$ cat config.mk
export PLATFORM = sky130hd
export DESIGN_NAME = mult_share_arbiter
export DESIGN_NICKNAME = d
export VERILOG_FILES = /design/src/rtl/mult_share_pkg.sv /design/src/rtl/rr_arbiter.sv /design/src/rtl/mult_share_arbiter.sv
export SDC_FILE = /design/constraint.sdc
export NUM_CORES = 1
export LEC_CHECK = 0
export ABC_AREA = 1
export CAP_MARGIN = 25
export CORE_UTILIZATION = 46
export CTS_BUF_LIST = sky130_fd_sc_hd__clkbuf_16
export CTS_CLUSTER_DIAMETER = 120
export DETAILED_ROUTE_END_ITERATION = 12
export PLACE_DENSITY_LB_ADDON = 0.15
export RECOVER_POWER = 25
export SETUP_SLACK_MARGIN = 0.3
export SLEW_MARGIN = 0
export SYNTH_ARGS = -nofsm -noshare
export SYNTH_HDL_FRONTEND = slang
export SYNTH_SLANG_ARGS = --single-unit
$ cat constraint.sdc
create_clock -name clk_i -period 4.1 [get_ports clk_i]
set_clock_uncertainty 0.1 [all_clocks]
set_input_delay 0.41 -clock clk_i [delete_from_list [all_inputs] [get_ports clk_i]]
set_output_delay 0.41 -clock clk_i [all_outputs]
set_load 0.01 [all_outputs]
$ cat src/rtl/mult_share_pkg.sv
// Shared types and helpers for the multiplier-sharing arbiter.
package mult_share_pkg;

    localparam int unsigned ArgW = 16;
    localparam int unsigned ResW = 32;

    typedef enum logic [2:0] {
        StIdle,
        StIssue,
        StWaitRes,
        StResp,
        StGap
    } state_e;

    function automatic logic even_parity(input logic [ResW-1:0] data);
        return ^data;
    endfunction

endpackage

$ cat src/rtl/rr_arbiter.sv
// Combinational round-robin picker: first request at or after ptr_i, wrapping.
module rr_arbiter #(
    parameter int unsigned N    = 4,
    parameter int unsigned IdxW = $clog2(N)
) (
    input  logic [N-1:0]    req_i,
    input  logic [IdxW-1:0] ptr_i,
    input  logic            en_i,
    output logic [N-1:0]    gnt_o,
    output logic [IdxW-1:0] idx_o,
    output logic            valid_o
);

    always_comb begin
        int unsigned j;
        j       = 0;
        gnt_o   = '0;
        idx_o   = '0;
        valid_o = 1'b0;
        for (int unsigned k = 0; k < N; k++) begin
            j = (int'(ptr_i) + k) % N;
            if (en_i && !valid_o && req_i[j]) begin
                valid_o  = 1'b1;
                gnt_o[j] = 1'b1;
                idx_o    = IdxW'(j);
            end
        end
    end

endmodule

$ cat src/rtl/mult_share_arbiter.sv
// Shares one parity-protected 16x16 multiplier between NumReq requesters,
// round-robin, with per-operation timeout and a forced m_req low gap.
module mult_share_arbiter
    import mult_share_pkg::*;
#(
    parameter int unsigned NumReq        = 4,
    parameter int unsigned TimeoutCycles = 64,
    parameter int unsigned GapCycles     = 1
) (
    input  logic                     clk_i,
    input  logic                     rst_ni,
    input  logic [NumReq-1:0]        s_valid_i,
    output logic [NumReq-1:0]        s_ready_o,
    input  logic [NumReq*ArgW-1:0]   s_arg_a_i,
    input  logic [NumReq-1:0]        s_arg_a_parity_i,
    input  logic [NumReq*ArgW-1:0]   s_arg_b_i,
    input  logic [NumReq-1:0]        s_arg_b_parity_i,
    output logic [NumReq-1:0]        r_valid_o,
    input  logic [NumReq-1:0]        r_ready_i,
    output logic [ResW-1:0]          r_result_o,
    output logic                     r_result_parity_o,
    output logic                     r_arg_parity_error_o,
    output logic                     r_result_parity_error_o,
    output logic                     r_timeout_o,
    output logic                     m_req_o,
    output logic [ArgW-1:0]          m_arg_a_o,
    output logic                     m_arg_a_parity_o,
    output logic [ArgW-1:0]          m_arg_b_o,
    output logic                     m_arg_b_parity_o,
    input  logic                     m_ack_i,
    input  logic [ResW-1:0]          m_result_i,
    input  logic                     m_result_parity_i,
    input  logic                     m_result_rdy_i,
    input  logic                     m_arg_parity_error_i,
    output logic                     busy_o
);

    localparam int unsigned IdxW   = $clog2(NumReq);
    localparam int unsigned CntMax = (TimeoutCycles > GapCycles) ? TimeoutCycles : GapCycles;
    localparam int unsigned CntW   = $clog2(CntMax + 1);

    state_e              state_q, state_d;
    logic [CntW-1:0]     cnt_q, cnt_d;
    logic [IdxW-1:0]     ptr_q, grant_id_q;
    logic [NumReq-1:0]   s_ready_q;
    logic [ArgW-1:0]     m_arg_a_q, m_arg_b_q;
    logic                m_arg_a_par_q, m_arg_b_par_q;
    logic [ResW-1:0]     r_result_q;
    logic                r_result_par_q, r_arg_perr_q, r_res_perr_q, r_timeout_q;

    logic [NumReq-1:0]   arb_gnt;
    logic [IdxW-1:0]     arb_idx;
    logic                arb_valid;
    logic                in_op, res_fire, to_fire;

    rr_arbiter #(
        .N    (NumReq),
        .IdxW (IdxW)
    ) u_rr_arbiter (
        .req_i   (s_valid_i),
        .ptr_i   (ptr_q),
        .en_i    (state_q == StIdle),
        .gnt_o   (arb_gnt),
        .idx_o   (arb_idx),
        .valid_o (arb_valid)
    );

    assign in_op    = (state_q == StIssue) || (state_q == StWaitRes);
    assign res_fire = in_op && m_result_rdy_i;
    // A result arriving on the timeout cycle takes precedence over the abort.
    assign to_fire  = in_op && !m_result_rdy_i && (cnt_q == CntW'(TimeoutCycles - 1));

    always_comb begin
        state_d = state_q;
        cnt_d   = cnt_q;
        unique case (state_q)
            StIdle: begin
                if (arb_valid) begin
                    state_d = StIssue;
                    cnt_d   = '0;
                end
            end
            StIssue, StWaitRes: begin
                cnt_d = cnt_q + 1'b1;
                if (res_fire || to_fire) begin
                    state_d = StResp;
                end else if (state_q == StIssue && m_ack_i) begin
                    state_d = StWaitRes;
                end
            end
            StResp: begin
                if (r_ready_i[grant_id_q]) begin
                    state_d = StGap;
                    cnt_d   = '0;
                end
            end
            StGap: begin
                if (cnt_q == CntW'(GapCycles - 1)) begin
                    state_d = StIdle;
                end else begin
                    cnt_d = cnt_q + 1'b1;
                end
            end
            default: state_d = StIdle;
        endcase
    end

    always_ff @(posedge clk_i or negedge rst_ni) begin
        if (!rst_ni) begin
            state_q        <= StIdle;
            cnt_q          <= '0;
            ptr_q          <= '0;
            grant_id_q     <= '0;
            s_ready_q      <= '0;
            m_arg_a_q      <= '0;
            m_arg_b_q      <= '0;
            m_arg_a_par_q  <= 1'b0;
            m_arg_b_par_q  <= 1'b0;
            r_result_q     <= '0;
            r_result_par_q <= 1'b0;
            r_arg_perr_q   <= 1'b0;
            r_res_perr_q   <= 1'b0;
            r_timeout_q    <= 1'b0;
        end else begin
            state_q   <= state_d;
            cnt_q     <= cnt_d;
            s_ready_q <= arb_gnt;
            if (arb_valid) begin
                grant_id_q    <= arb_idx;
                ptr_q         <= (arb_idx == IdxW'(NumReq - 1)) ? '0 : arb_idx + 1'b1;
                m_arg_a_q     <= s_arg_a_i[arb_idx*ArgW +: ArgW];
                m_arg_b_q     <= s_arg_b_i[arb_idx*ArgW +: ArgW];
                m_arg_a_par_q <= s_arg_a_parity_i[arb_idx];
                m_arg_b_par_q <= s_arg_b_parity_i[arb_idx];
            end
            if (res_fire) begin
                r_result_q     <= m_result_i;
                r_result_par_q <= m_result_parity_i;
                r_arg_perr_q   <= m_arg_parity_error_i;
                r_res_perr_q   <= even_parity(m_result_i) != m_result_parity_i;
                r_timeout_q    <= 1'b0;
            end else if (to_fire) begin
                r_result_q     <= '0;
                r_result_par_q <= 1'b0;
                r_arg_perr_q   <= 1'b0;
                r_res_perr_q   <= 1'b0;
                r_timeout_q    <= 1'b1;
            end
        end
    end

    always_comb begin
        r_valid_o = '0;
        for (int unsigned i = 0; i < NumReq; i++) begin
            r_valid_o[i] = (state_q == StResp) && (grant_id_q == IdxW'(i));
        end
    end

    assign s_ready_o               = s_ready_q;
    assign m_req_o                 = in_op;
    assign m_arg_a_o               = m_arg_a_q;
    assign m_arg_b_o               = m_arg_b_q;
    assign m_arg_a_parity_o        = m_arg_a_par_q;
    assign m_arg_b_parity_o        = m_arg_b_par_q;
    assign r_result_o              = r_result_q;
    assign r_result_parity_o       = r_result_par_q;
    assign r_arg_parity_error_o    = r_arg_perr_q;
    assign r_result_parity_error_o = r_res_perr_q;
    assign r_timeout_o             = r_timeout_q;
    assign busy_o                  = (state_q != StIdle);

endmodule

==> summary.md, run 1 <==
| Metric | Value |
|---|---|
| Status | finished with violations |
| Failing checks | capacitance limit, slew limit |
| Global Route met2 Usage | 0.455 |
| Leading cell types in the layout, fill and taps excluded | sky130_fd_sc_hd__nand2_1 (343), sky130_fd_sc_hd__clkdlybuf4s50_1 (260), sky130_fd_sc_hd__nand3_1 (125), sky130_fd_sc_hd__inv_1 (92), sky130_fd_sc_hd__dfrtp_1 (88) |
| Number of enable-type register cells in the synthesized netlist | 0 |
| Nets in the synthesized netlist | 1034 |
| Per-cell via count in the routed design | 4.94 |
| Max transition margin | -0.0234 |
| Total of endpoints with negative setup slack in the final report | 0 |
| Synthesized instance count | 846 |
| Total global-route track usage | 0.267 |
| Most common cell after layout, fill and taps aside | sky130_fd_sc_hd__nand2_1 |
| Remaining global-route overflow | 0 |
| Number of clock buffers inserted by TritonCTS | 9 |
| Sinks on the clock net | 88 |
| Clk pin slew, worst setup/hold paths | 0.07 ns |
| Die height | 116 um |
| Detailed-route via count | 6229 |
| Violation count after the first detailed-route iteration | 386 |
| Slowest library cell on the worst path | sky130_fd_sc_hd__dfrtp_1 |
| Number of cells on the worst reg-to-reg path | 14 |
| Total wire length | 17800 um |
| Number of global-route vias before repair | 5772 |
| Required time worst endpoint | 4.23 ns |
| Capture instance of the worst register-to-register path | m_arg_a_o[8] |
| Routing layer with the top usage in global route | met2 |
| Share of the clock period used by the worst path after layout | 0.728 |
| Count of hold-fix buffers inserted at cts | 0 |
| Fraction of final layout cells sized beyond drive strength 1 | 0.0506 |
| Number of instances resized during post-cts repair | 0 |
| Post-CTS Setup Inserts | 0 |
| Total iterations of the first detailed-routing run | 4 |
| Number of I/O pins | 262 |
| Cell count after placement | 1242 |
| Type of the worst min-delay path | primary input to async pin |
| Area occupied by multi-input gates | 0.00313 mm2 |
| H-tree depth | 3 |
| Clock tree from TritonCTS | built |
| Share of synthesized area occupied by flip-flops and latches | 0.368 |
| Critical R2R Launch | ptr_q[0] |
| Dpl cell area | 0.00858 mm2 |
| First-pass GRT wire length | 28100 um |
| Met1 Track Usage GR | 0.329 |
| DIE AREA | 0.0135 mm2 |
| Overall die width | 116 um |
| Minimum clock period after layout | 2.99 ns |
| Max frequency | 0.335 GHz |
| Endpoints failing hold | 0 |
| Max Cap Violations | 1 |
| Cell-by-cell trace of the critical path | inv_4 > ha_1 > inv_1 > nand3_1 > nand3_4 > nor2_2 > nor2_2 > nand2_4 > buf_4 > nand3_1 > nand3_1 > nand2_1 > nand2_1 > nand2_1 |
| Post-route cell area | 0.00888 mm2 |
| Number of core rows | 41 |
| IO buf count | 261 |
| Maximum number of pins on one net before global-route repair | 72 |
| Max-slew violation total from the final report | 28 |
| Post-synthesis register bit count | 88 |
| Number of nets with antenna violations after detailed routing | 0 |
| Post-route setup TNS | 0 ns |
| Sort of element at the start of the critical path | flop |
| Avg WL per Cell | 14.2 um |
| Most used flip-flop cell after synthesis | sky130_fd_sc_hd__dfrtp_1 |
| Area delta synth->final | 48.5% |
| Root buffer selected by CTS | sky130_fd_sc_hd__clkbuf_16 |
| HPWL after detailed placement | 12700 um |
| Power Dens Cells | 860 mW/mm2 |
| Stage delay of the slowest cell on the critical path | 0.57 ns |
| Met3 Resource Use GR | 0.0690 |
| Fillers | 1107 |
| Setup repair after global routing missed its margin | no |
| Clock latency reported for the late side of the worst-skew pair | 0.34 ns |
| Data arrival at the endpoint of the critical path | 3.12 ns |
| Reg area | 0.00220 mm2 |
| Max clock buf depth | 2 |
| Final cell count without fillers | 1260 |
| Number of nets in the layout | 1270 |
| Synth async-reset ratio | 1.00 |
| Syn_area_per_cell | 7.07 um2 |
| Gpl congestion | 0.858 |
| Worst setup EP type | flop |
| VDD IR-drop max | 0.000632 V |
| Number of distinct standard cells referenced by the synthesized netlist | 39 |
| DRC violation count after routing | 0 |
| Total of warnings raised by yosys | 0 |
| Pwr Total | 7.64 mW |
| Initial antenna violation count | 1 |
| Std-Cell Core Area | 0.0127 mm2 |
| Minimum setup slack among reg-to-reg paths | 1.11 ns |
| Maximum net fanout on the critical path | 69 |
| Leakage Power | 4.49 nW |
| Critical path type | flop to flop |
| Worst slew pin tran | 1.54 ns |
| Synthesized area | 0.00598 mm2 |
| Starting utilization of the core area | 0.472 |
==> final cells by class <==
class / count / share of cell area
diodes: 1 / 0.000282
clock buffers: 9 / 0.0253
clock inverters: 7 / 0.00648
inverters: 103 / 0.0444
multi-input cells: 614 / 0.352
flip-flops and latches: 88 / 0.248
well taps: 172 / 0.0242
repair buffers: 266 / 0.299
==> report_power, final <==
group	internal, mW	switching [mW]
combinational	2.03	3.25
sequential	1.31	0.263
clock	0.416	0.367
==> cell families (layout without fill, tap and decap cells) <==
kind of cell             Yosys count  in the layout  synth area share
AND/OR/NAND/NOR                  512            512             0.382
buffers and inverters            144            385             0.110
flip-flops                        88             88             0.368
AO/OA/AOI/OAI                     60             60            0.0747
XOR/XNOR                          36             36            0.0527
adder cells (fa/ha/maj)            6              6            0.0125
other                              0              1                 0
==> cell usage after synthesis (2+ instances only) <==
library cell               instances  area [um2]
sky130_fd_sc_hd__clkbuf_1          3        11.3
sky130_fd_sc_hd__o22ai_1           3        18.8
sky130_fd_sc_hd__buf_2            26         130
sky130_fd_sc_hd__o21ai_0           9        45.0
sky130_fd_sc_hd__nand2b_1          4        25.0
sky130_fd_sc_hd__inv_2             8        30.0
sky130_fd_sc_hd__nor2_1            6        22.5
sky130_fd_sc_hd__buf_4             4        30.0
sky130_fd_sc_hd__o21ai_1           3        15.0
sky130_fd_sc_hd__nand3_2           3        30.0
sky130_fd_sc_hd__inv_1            92         345
sky130_fd_sc_hd__nand2_1         343        1290
sky130_fd_sc_hd__nor3_1            7        35.0
sky130_fd_sc_hd__xor2_1           15         131
sky130_fd_sc_hd__nand3_1         125         626
sky130_fd_sc_hd__nor3b_1           2        15.0
sky130_fd_sc_hd__nor2_2            4        25.0
sky130_fd_sc_hd__a22o_1           34         298
sky130_fd_sc_hd__nand3_4           4        70.1
sky130_fd_sc_hd__ha_1              6        75.1
sky130_fd_sc_hd__a21oi_1           5        25.0
sky130_fd_sc_hd__xnor2_1          21         184
sky130_fd_sc_hd__buf_6             8        90.1
sky130_fd_sc_hd__a22oi_1           3        22.5
sky130_fd_sc_hd__or2_2             2        12.5
sky130_fd_sc_hd__dfrtp_1          88        2200
sky130_fd_sc_hd__nand2_4           4        45.0
sky130_fd_sc_hd__nand2_2           3        18.8
==> registers in the layout, summed over array words and instances (netlist names), 2 cells and up <==
name        cells
r_result_o     32
m_arg_a_o      16
m_arg_b_o      16
cnt_q           7
s_ready_o       4
state_q         3
grant_id_q      2
ptr_q           2
==> worst max-delay path by stage <==
stage / to / from / cells after the start / slack [ns]
floorplan: m_arg_a_o[0] / ptr_q[0] / 16 / 1.87
global placement: m_arg_a_o[14] / ptr_q[0] / 15 / 1.19
detailed placement: m_arg_a_o[8] / ptr_q[0] / 14 / 1.11
CTS: m_arg_a_o[8] / ptr_q[0] / 14 / 1.11
global route: m_arg_b_parity_o / ptr_q[0] / 15 / 0.83
finish: m_arg_a_o[8] / ptr_q[0] / 14 / 1.11
==> metal layers <==
layer	vias to the layer above	wire, um	part of all wire
li1	3142	-	-
met1	2850	7480	0.42
met2	210	8630	0.48
met3	27	1340	0.075
met4	0	381	0.021
met5	-	0	0
==> through the flow <==
stage | hold slack, ns | worst slack, ns | utilization
2_1_floorplan | 0.0144 | 1.87 | -
3_3_place_gp | 0.362 | 1.19 | 0.677
3_5_place_dp | 0.366 | 1.11 | 0.677
4_1_cts | 0.0855 | 1.11 | 0.700
5_1_grt | 0.119 | 0.831 | 0.701
6_report | 0.0511 | 1.11 | 0.701
==> worst max-delay path: cells and delay by family, from the launching register on <==
family	cells	cell delay, ns
fa+ha+maj	1	0.37
buf+inv	3	0.71
flops	1	0.57
simple gates	10	1.08
Power figures use the tool's default switching activity.
==> run 2, diff against run 1 <==
CORE_UTILIZATION = 43   (was 46)
clock period = 2.78 ns   (was 4.1 ns; I/O delays follow)
==> run 2 against run 1 <==
  * The flow now finishes without violations
  * Combinational power up 65%
  * Wire length is 5.8% higher
  * Sequential power increased by 46%
  * Largest cell class unchanged
==> summary.md, run 2 (synthesis results as in run 1) <==
| Metric | Value |
|---|---|
| Status | finished clean |
| Clk pin slew, worst setup/hold paths | 0.06 ns (about the same) |
| Sinks on the clock net | 88 (unchanged) |
| Leakage Power | 4.62 nW (+2.9%) |
| Required time worst endpoint | 2.95 ns (-1.28 ns) |
| Data arrival at the endpoint of the critical path | 2.49 ns (-0.63 ns) |
| Critical path type | flop to flop |
| Max clock buf depth | 2 (unchanged) |
| Number of nets with antenna violations after detailed routing | 0 (unchanged) |
| Share of the clock period used by the worst path after layout | 0.834 (+0.106) |
| Overall die width | 120 um (+3.4%) |
| Max Cap Violations | 0 (-1) |
| Starting utilization of the core area | 0.446 (-0.0257) |
| Cell mode on critical path | sky130_fd_sc_hd__nand2_1 |
| Max frequency | 0.431 GHz (+29%) |
| Minimum clock period after layout | 2.32 ns (-0.667 ns) |
| Setup repair after global routing missed its margin | no |
| DIE AREA | 0.0144 mm2 (+6.9%) |
| Maximum net fanout on the critical path | 24 (-65%) |
| Post-route setup TNS | 0 ns (unchanged) |
| WL met1 | 7830 um (+4.7%) |
| Worst-case hold slack | 0.379 ns (+0.328 ns) |
| Type of the worst min-delay path | flop to flop |
| Area delta synth->final | 53.0% |
| Total met2 wirelength after detailed routing | 9260 um (+7.2%) |
| Most common cell after layout, fill and taps aside | sky130_fd_sc_hd__nand2_1 |
| Cell-by-cell trace of the critical path | inv_4 > ha_4 > nand3_1 > nand2_1 > nor2_4 > nand4_4 > nand2_8 > nand2_8 > buf_12 > nand2_1 > nand3_1 > nand2_1 > nand2_1 > nand2_1 |
| Amount of wire on met3 after detailed routing | 1320 um (-1.1%) |
| VDD IR-drop max | 0.000773 V (+22%) |
| Total wire length | 18900 um (+5.8%) |
| Per-cell via count in the routed design | 4.94 (about the same) |
| Clock latency reported for the late side of the worst-skew pair | 0.33 ns (about the same) |
| Max-slew violation total from the final report | 0 (-100%) |
| IO buf count | 261 (unchanged) |
| Kind of cell adding the most delay to the critical path | simple AND/OR/NAND/NOR gates |
| First-pass GRT wire length | 29400 um (+4.5%) |
| Fraction of final layout cells sized beyond drive strength 1 | 0.0662 (+0.0156) |
| Clock tree from TritonCTS | built |
| Total iterations of the first detailed-routing run | 5 (+1) |
| Number of flip-flops in the largest register | 32 (unchanged) |
| Max transition margin | 0.157 (+0.180) |
| Number of nets in the layout | 1285 (+1.2%) |
| Number of core rows | 42 (+2.4%) |
| Worst setup EP type | flop |
| Number of global-route vias before repair | 5940 (+2.9%) |
| Count of buffering cells on the critical path with inverters included | 2 (-1) |
| Initial antenna violation count | 0 (-1) |
| Root buffer selected by CTS | sky130_fd_sc_hd__clkbuf_16 |
| Number of clock buffers inserted by TritonCTS | 9 (unchanged) |
| Violation count after the first detailed-route iteration | 335 (-13%) |
| Stage delay of the slowest cell on the critical path | 0.41 ns (-0.16 ns) |
| Power Dens Cells | 1340 mW/mm2 (+55%) |
| Total global-route track usage | 0.260 (-0.00719) |
| Maximum number of pins on one net before global-route repair | 51 (-29%) |
| Detailed-route via count | 6315 (+1.4%) |
| Endpoints failing hold | 0 (unchanged) |
| Worst slew pin tran | 1.26 ns (-0.270 ns) |
| Leading cell types in the layout, fill and taps excluded | sky130_fd_sc_hd__nand2_1 (343), sky130_fd_sc_hd__clkdlybuf4s50_1 (260), sky130_fd_sc_hd__nand3_1 (125), sky130_fd_sc_hd__inv_1 (91), sky130_fd_sc_hd__dfrtp_1 (88) |
| Highest layer used for signal routing | met4 |
| Sort of element at the start of the critical path | flop |
| H-tree depth | 3 (unchanged) |
| Die height | 120 um (+3.4%) |
| Total of endpoints with negative setup slack in the final report | 0 (unchanged) |
| HPWL after detailed placement | 13300 um (+4.6%) |
| Avg WL per Cell | 14.8 um (+4.3%) |
| Remaining global-route overflow | 0 (unchanged) |
| DRC violation count after routing | 0 (unchanged) |
| Antenna Diode Count | 0 (-1) |
| Std-Cell Core Area | 0.0134 mm2 (+5.8%) |
| Slowest library cell on the worst path | sky130_fd_sc_hd__dfrtp_1 |
| Number of I/O pins | 262 (unchanged) |
| Gpl congestion | 0.828 (-3.5%) |
==> run 2: timing repair <==
item,CTS,global route
hold endpoints to repair,48,0
cloned,1,3
pin swaps,1,4
gates resized for setup,3,15
hold buffers,1,0
endpoints found under the setup margin,28,38
setup buffers,0,3
==> run 2: cell type report <==
| type | count | area (um2) |
|---|---|---|
| clock buffer | 9 | 225 |
| fill | 1173 | 4250 |
| inverter | 103 | 397 |
| sequential | 88 | 2200 |
| multi-input combinational | 617 | 3220 |
| clock inverter | 7 | 81.3 |
| tap | 176 | 220 |
| timing repair buffer | 278 | 2810 |
==> run 2: path summary, 6_finish.rpt <==
path	slack, ns	endpoint	start	cells past startpoint
setup / recovery	0.46	m_arg_a_o[11]	ptr_q[0]	14
setup reg to reg	0.46	m_arg_a_o[11]	ptr_q[0]	14
max in group asynchronous	0.61	m_arg_a_o[12]	rst_ni	3
min in group asynchronous	0.65	grant_id_q[1]	rst_ni	2
hold reg to reg	0.38	m_arg_a_o[11]	m_arg_a_o[11]	2
hold / removal	0.38	m_arg_a_o[11]	m_arg_a_o[11]	2
==> run 2: tightest hold or removal path, cell delays in order, from the launching register on <==
cell	delay (ns)
sky130_fd_sc_hd__dfrtp_1	0.34
sky130_fd_sc_hd__nand2_1	0.05
sky130_fd_sc_hd__nand2_1	0.05
==> run 2: per-stage QoR <==
step / setup slack [ns] / cells / total power, mW / area [um2] / util
after CTS: 0.300 / 1272 / 11.8 / 9020 / 0.673
after global placement: 0.136 / 1254 / 10.3 / 8690 / 0.648
after floorplan: 0.552 / 846 / 7.93 / 5980 / -
final: 0.461 / 1278 / 12.2 / 9160 / 0.683
after global routing: 0.256 / 1278 / 13.4 / 9160 / 0.683
after detailed placement: 0.129 / 1254 / 10.4 / 8690 / 0.648
==> run 2: layer usage <==
metal,vias to the layer above,GRT usage
met2,233,0.439
li1,3185,-
met4,0,0.0906
met3,28,0.0542
met1,2869,0.326
met5,-,0
==> run 2: power by group <==
group,internal [mW],switching [mW]
Combinational,3.47,5.24
Clock,0.706,0.530
Sequential,1.93,0.367
Total,6.10,6.14
==> run 3, diff against run 2 <==
clock period = 2.4 ns   (was 2.78 ns; I/O delays follow)
==> run 3 against run 2 <==
  * Total power is 34% higher
  * Largest power group unchanged
  * Global-route usage is 1.6 points higher
  * Critical path type unchanged
  * Clock-buffer cell count stayed put
  * Worst hold slack worse by 0.0083 ns
  * Via count is 5.7% higher
  * Sequential power is 17% higher
  * Sequential cell count stayed put
  * Cell count is 1.8% higher
  * Combinational power is 39% higher
  * Highest routed layer unchanged
==> summary.md, run 3 (synthesis results as in run 1) <==
| Metric | Value |
|---|---|
| Status | finished clean |
| Number of global-route vias before repair | 6414 (+8.0%) |
| Fraction of final layout cells sized beyond drive strength 1 | 0.124 (+0.0574) |
| Worst setup EP type | flop |
| Total of endpoints with negative setup slack in the final report | 0 (unchanged) |
| Switching share of total power | 0.478 (-0.0239) |
| Number of I/O pins | 262 (unchanged) |
| Min-Delay Path Depth | 2 (unchanged) |
| Critical path type | flop to flop |
| Total iterations of the first detailed-routing run | 5 (unchanged) |
| Starting utilization of the core area | 0.446 (unchanged) |
| Initial antenna violation count | 1 (+1) |
| Data arrival at the endpoint of the critical path | 2.40 ns (-0.09 ns) |
| Amount of wire on met3 after detailed routing | 1570 um (+19%) |
| IO buf count | 261 (unchanged) |
| Number of nets with antenna violations after detailed routing | 0 (unchanged) |
| Violation count after the first detailed-route iteration | 384 (+15%) |
| Number of flip-flops in the largest register | 32 (unchanged) |
| Worst slew pin tran | 1.13 ns (-0.136 ns) |
| Number of core rows | 42 (unchanged) |
| Max clock buf depth | 2 (unchanged) |
| Root buffer selected by CTS | sky130_fd_sc_hd__clkbuf_16 |
| Internal power | 8.54 mW (+40%) |
| Required time worst endpoint | 2.54 ns (-0.41 ns) |
| Clk pin slew, worst setup/hold paths | 0.07 ns (about the same) |
| Hold path endpoint | m_arg_b_parity_o |
| Total wire length | 20900 um (+11%) |
| Switching Power | 7.81 mW (+27%) |
| Area delta synth->final | 63.0% |
| Share of the clock period used by the worst path after layout | 0.943 (+0.109) |
| Setup repair after global routing missed its margin | yes |
| Number of nets in the layout | 1307 (+1.7%) |
| Max Cap Violations | 0 (unchanged) |
| Total met2 wirelength after detailed routing | 10600 um (+14%) |
| Core utilization of the finished layout | 0.728 (+0.0446) |
| Sinks on the clock net | 88 (unchanged) |
| Detailed-route via count | 6675 (+5.7%) |
| Number of clock buffers inserted by TritonCTS | 9 (unchanged) |
| Leading cell types in the layout, fill and taps excluded | sky130_fd_sc_hd__nand2_1 (306), sky130_fd_sc_hd__clkdlybuf4s50_1 (256), sky130_fd_sc_hd__nand3_1 (119), sky130_fd_sc_hd__inv_1 (92), sky130_fd_sc_hd__dfrtp_1 (86) |
| Std-Cell Core Area | 0.0134 mm2 (unchanged) |
| Max frequency | 0.442 GHz (+2.4%) |
| Post-route setup TNS | 0 ns (unchanged) |
| Leakage Power | 4.90 nW (+5.9%) |
| H-tree depth | 3 (unchanged) |
| VDD IR-drop max | 0.000976 V (+26%) |
| Maximum number of pins on one net before global-route repair | 49 (-3.9%) |
| Die height | 120 um (unchanged) |
| Max transition margin | 0.247 (+0.0906) |
| Sequential Power Share | 0.163 (-0.024) |
| Critical R2R Launch | ptr_q[0] |
| Overall die width | 120 um (unchanged) |
| Avg WL per Cell | 16.1 um (+9.0%) |
| Highest layer used for signal routing | met4 |
| Remaining global-route overflow | 0 (unchanged) |
| Endpoints failing hold | 0 (unchanged) |
| Power Dens Cells | 1680 mW/mm2 (+25%) |
| Number of cells on the worst reg-to-reg path | 16 (+2) |
| WL met1 | 8040 um (+2.6%) |
| Capture instance of the worst register-to-register path | m_arg_b_o[15] |
| Sort of element at the start of the critical path | flop |
| Clock tree from TritonCTS | built |
| Type of the worst min-delay path | flop to flop |
| Max-slew violation total from the final report | 0 (unchanged) |
| Minimum clock period after layout | 2.26 ns (-0.0552 ns) |
| Clock latency reported for the late side of the worst-skew pair | 0.34 ns (about the same) |
| Min-Delay Startpoint | m_arg_b_parity_o |
| Gpl congestion | 0.899 (+8.7%) |
| First-pass GRT wire length | 31300 um (+6.3%) |
| Clk network pwr share | 0.099 (-0.002) |
| DIE AREA | 0.0144 mm2 (unchanged) |
| Maximum net fanout on the critical path | 8 (-67%) |
| DRC violation count after routing | 0 (unchanged) |
| HPWL after detailed placement | 13900 um (+4.3%) |
| Total global-route track usage | 0.276 (+0.0160) |
| Most common cell after layout, fill and taps aside | sky130_fd_sc_hd__nand2_1 |
| Per-cell via count in the routed design | 5.13 (+3.8%) |
| Combinational share of power | 0.738 (+0.026) |
| Minimum setup slack among reg-to-reg paths | 0.14 ns (-0.32 ns) |
run 3: cell types whose count changed in the layout (fill, tap and decap cells not counted), sizes merged:
| cell | change |
|---|---|
| buf | +20 |
| bufinv | +2 |
| clkbuf | +5 |
| clkdlybuf4s50 | -4 |
| clkinv | +1 |
| clkinvlp | -3 |
| diode | +1 |
| dlygate4sd2 | +4 |
| nand2 | -3 |
run 3: worst max-delay path: stages (launching register included):
cell and delay (ns):
sky130_fd_sc_hd__dfrtp_1 0.41, sky130_fd_sc_hd__inv_4 0.06, sky130_fd_sc_hd__ha_4 0.33, sky130_fd_sc_hd__inv_4 0.06
sky130_fd_sc_hd__nand3_4 0.08, sky130_fd_sc_hd__nand3_4 0.12, sky130_fd_sc_hd__nor2_4 0.17, sky130_fd_sc_hd__nor2_4 0.06
sky130_fd_sc_hd__nand2_8 0.10, sky130_fd_sc_hd__nand2_8 0.11, sky130_fd_sc_hd__buf_12 0.17, sky130_fd_sc_hd__nand2_2 0.05
sky130_fd_sc_hd__nand2_1 0.04, sky130_fd_sc_hd__nand2_1 0.07, sky130_fd_sc_hd__nand2_1 0.08, sky130_fd_sc_hd__nand2_1 0.08
sky130_fd_sc_hd__nand2_1 0.06
run 3: worst max path at each step:
stage	start	to	cells past startpoint
final	ptr_q[0]	m_arg_b_o[15]	16
after detailed placement	s_valid_i[3]	m_arg_b_o[15]	15
after floorplan	ptr_q[0]	ptr_q[1]	13
after global routing	state_q[1]	m_arg_a_o[9]	15
after global placement	s_valid_i[1]	m_arg_b_o[15]	15
after CTS	ptr_q[0]	m_arg_b_o[15]	16
run 3: cell type report:
cell class / instances / area (um2)
antenna: 1 / 2.50
clock buffer: 9 / 225
clock inverter: 7 / 111
fill: 1051 / 3650
inverter: 103 / 415
multi-input combinational: 614 / 3350
sequential: 88 / 2200
tap: 176 / 220
timing repair buffer: 303 / 3230
run 3: metrics by stage:
step                      instance area [um2]  std cells  hold slack (ns)  power (mW)  worst slack, ns
after floorplan                          6010        846           -0.156        9.24            0.317
after global placement                   8790       1256            0.168        12.3           0.0650
after detailed placement                 8790       1256            0.170        12.5           0.0251
after CTS                                9270       1282            0.345        14.7            0.191
after global routing                     9750       1301            0.394        17.7           0.0120
final                                    9750       1301            0.371        16.4            0.136
run 3: power groups by stage:
stage / combinational (mW) / clock, mW / sequential [mW]
floorplan: 6.35 / 0 / 2.89
global placement: 9.67 / 0 / 2.66
detailed placement: 9.82 / 0 / 2.67
CTS: 10.4 / 1.63 / 2.66
global route: 13.3 / 1.70 / 2.74
finish: 12.1 / 1.62 / 2.67
run 3: metal layers:
metal | up-vias | GRT usage
li1 | 3229 | -
met2 | 318 | 0.472
met4 | 0 | 0.130
met1 | 3075 | 0.329
met5 | - | 0
met3 | 53 | 0.0551
run 3: timing repair:
action,CTS,global route
endpoints found under the hold margin,40,0
resized for setup,17,56
buffers inserted,8,8
pin swaps,2,31
hold buffers,1,0
cloned,1,10
setup endpoints to repair,46,82
==> RTL change: new RTL, flow settings as in run 2 <==
The parameter `TimeoutCycles` goes from 64 to 128.
--- a/src/rtl/mult_share_arbiter.sv
+++ b/src/rtl/mult_share_arbiter.sv
@@ -5,5 +5,5 @@
 #(
     parameter int unsigned NumReq        = 4,
-    parameter int unsigned TimeoutCycles = 64,
+    parameter int unsigned TimeoutCycles = 128,
     parameter int unsigned GapCycles     = 1
 ) (
Formal check against the unedited RTL: same outputs for any inputs over 4 cycles, from zero or initial values and one cycle with rst_ni low; that may be too few to reach the edited logic, so the function may still have changed.
==> RTL change against run 2 <==
- routed wire length down 3.8%
- power down 10%
- final area down 3.9%
- via count down 5.2%
- sequential cell count up 1
- synthesized area down 3.8%
- global-route usage up 0.30 points
- clock power down 10%
- sequential share of layout area up 1.3 points
- worst setup slack better by 0.051 ns
==> RTL change: results (changes against run 2) <==
Parameter                              Value

Placed design
  Post-DP HPWL    13000 µm (-2.2%)
  Total of buffers placed on input and output ports    261 (unchanged)
  GP Congestion    0.888 (+7.4%)
  Post-placement worst setup slack    0.215 ns (+0.0862 ns)
  Cell area after placement    0.00846 mm² (-2.6%)
  Cell count after placement    1129 (-10%)

Worst setup path
  Maximum fanout encountered on the critical timing path    10 (-58%)
  CP arrival    2.40 ns (-0.09 ns)
  Setup slack of the worst register-to-register path    0.51 ns (+0.05 ns)
  Length in cells of the worst reg-to-reg path    13 (-1)
  Capturing point of the worst reg2reg path    m_arg_b_o[15]

Synthesis
  Number of distinct library cells after synthesis    43 (+10%)
  Largest cells by area after synthesis    sky130_fd_sc_hd__dfrtp_1 39%, sky130_fd_sc_hd__nand3_1 15%, sky130_fd_sc_hd__nand2_1 13%, sky130_fd_sc_hd__a22o_1 5.2%, sky130_fd_sc_hd__nand3_2 4.2%
  Share of synthesized cell area in full adder, half adder and majority cells    1.30% (+0.049 points)
  Top cell types by occurrence after synthesis    206 x sky130_fd_sc_hd__nand2_1, 170 x sky130_fd_sc_hd__nand3_1, 89 x sky130_fd_sc_hd__dfrtp_1, 34 x sky130_fd_sc_hd__a22o_1, 34 x sky130_fd_sc_hd__inv_1
  Area share of xor/xnor cells in the synthesized design    4.72% (-0.55 points)
  Share of the yosys chip area belonging to registers    38.7% (+1.9 points)
  Synthesized Nets    912 (-12%)
  Post-Synthesis Mean Instance Area    7.95 µm² (+12%)
  Synthesized-area fraction occupied by ao, oa, aoi and oai cells    8.13% (+0.66 points)
  Synth Cell Area    0.00576 mm² (-3.8%)

STA
  Post-Route Hold Slack    0.379 ns (-0.0000580 ns)
  Headroom to the max-slew limit    35.4% (+20 points)

Layout
  Post-layout instance count excluding filler cells    1152 (-9.9%)
  Fill cell count    1108 (-5.5%)
  Count of antenna diodes in the layout    0 (unchanged)
  Fraction of layout cells with a size suffix above 1    9.49% (+2.9 points)

Power
  Sequential share of power    20.7% (+2.0 points)
  Net switching component of the power    5300 µW (-14%)
  Leakage power of the design    0.00402 µW (-13%)
  Worst vdd ir    0.000926 V (+20%)

GRT
  Number of global-route vias before repair    5893 (-0.79%)
  GRT Total Usage    26.3% (+0.30 points)
  Wire length of the first global-routing pass    29300 µm (-0.45%)
  Largest net degree at the start of global routing    54 (+5.9%)
  Antenna violations before repair    0 (unchanged)

Min path
  Destination of the worst hold path    m_arg_a_o[2]
  Path category of the worst min-delay check    reg2reg
  Critical hold path startpoint    m_arg_a_o[2]

Detailed routing
  Remaining design rule violation count    0 (unchanged)
  DR WL/cell    15.8 µm (+6.7%)
  Via/cell ratio    5.19 (+5.1%)
  Drt pass-1 iters    4 (-1)
  Number of DRC markers in iteration 0    334 (-0.30%)

Status
  Run status    finished, final reports clean

Clocking
  Clock latency of the later-clocked register in the worst-skew pair    0.34 ns
  Clock root buffer    sky130_fd_sc_hd__clkbuf_16
==> RTL change: area by class of cell <==
type / count / area, µm² / share of cell area (%)
Clock buffer: 9 / 225 / 2.56
Clock inverter: 6 / 36.3 / 0.412
Inverter: 45 / 190 / 2.16
Multi-Input combinational cell: 551 / 3110 / 35.3
Sequential cell: 89 / 2230 / 25.3
Tap cell: 172 / 215 / 2.45
Timing Repair Buffer: 280 / 2800 / 31.8
==> RTL change: worst max-delay path, stage by stage, from the launching register on <==
cell and delay [ns]:
sky130_fd_sc_hd__dfrtp_1 0.40, sky130_fd_sc_hd__inv_4 0.11, sky130_fd_sc_hd__ha_4 0.23, sky130_fd_sc_hd__inv_2 0.08
sky130_fd_sc_hd__nand3_1 0.12, sky130_fd_sc_hd__nand3_4 0.12, sky130_fd_sc_hd__nand2_2 0.09, sky130_fd_sc_hd__nor2_4 0.17
sky130_fd_sc_hd__nand4_4 0.18, sky130_fd_sc_hd__nand2_8 0.18, sky130_fd_sc_hd__buf_6 0.16, sky130_fd_sc_hd__nand3_1 0.09
sky130_fd_sc_hd__nand3_1 0.09, sky130_fd_sc_hd__nand2_1 0.05
==> RTL change: cell families (layout without fill, tap and decap cells) <==
logic type                 after synthesis  count (layout)
and+or+nand+nor                        448             449
adders and majority gates                6               6
DFF                                     89              89
xor gates and xnor gates                31              31
AOI/OAI and AO/OA                       65              65
buffers and inverters                   85             340
==> RTL change: worst max-delay path by stage <==
stage,from,end,slack [ns]
after floorplan,ptr_q[1],m_arg_a_o[0],0.49
after global placement,s_valid_i[3],m_arg_a_o[13],0.23
after detailed placement,s_valid_i[1],m_arg_a_o[13],0.22
after CTS,ptr_q[0],m_arg_b_o[8],0.30
after global routing,cnt_q[0],state_q[1],0.31
final,ptr_q[0],m_arg_b_o[15],0.51
==> RTL change: timing repair <==
action | in CTS | in global routing
cloned | 0 | 1
resized for setup | 2 | 6
endpoints found under the setup margin | 17 | 46
pin swaps | 1 | 3
hold endpoints to repair | 37 | 0
buffers inserted | 0 | 6
hold buffers | 1 | 0
==> RTL change: per-layer routing <==
metal	global-route usage (%)	vias to the layer above	wire [µm]	share of wire, %
met1	31.8	2789	7620	42
met5	0	-	0	0
met2	44.7	216	8800	49
li1	-	2948	-	-
met3	6.30	31	1230	6.8
met4	10.4	0	493	2.7
==> RTL change: power by group through the flow <==
| stage | Sequential [µW] | Combinational, µW | Clock [µW] |
|---|---|---|---|
| after floorplan | 2500 | 4830 | 0 |
| after global placement | 2270 | 7300 | 0 |
| after detailed placement | 2280 | 7400 | 0 |
| after CTS | 2280 | 7450 | 1140 |
| after global routing | 2340 | 8380 | 1200 |
| final | 2270 | 7590 | 1110 |
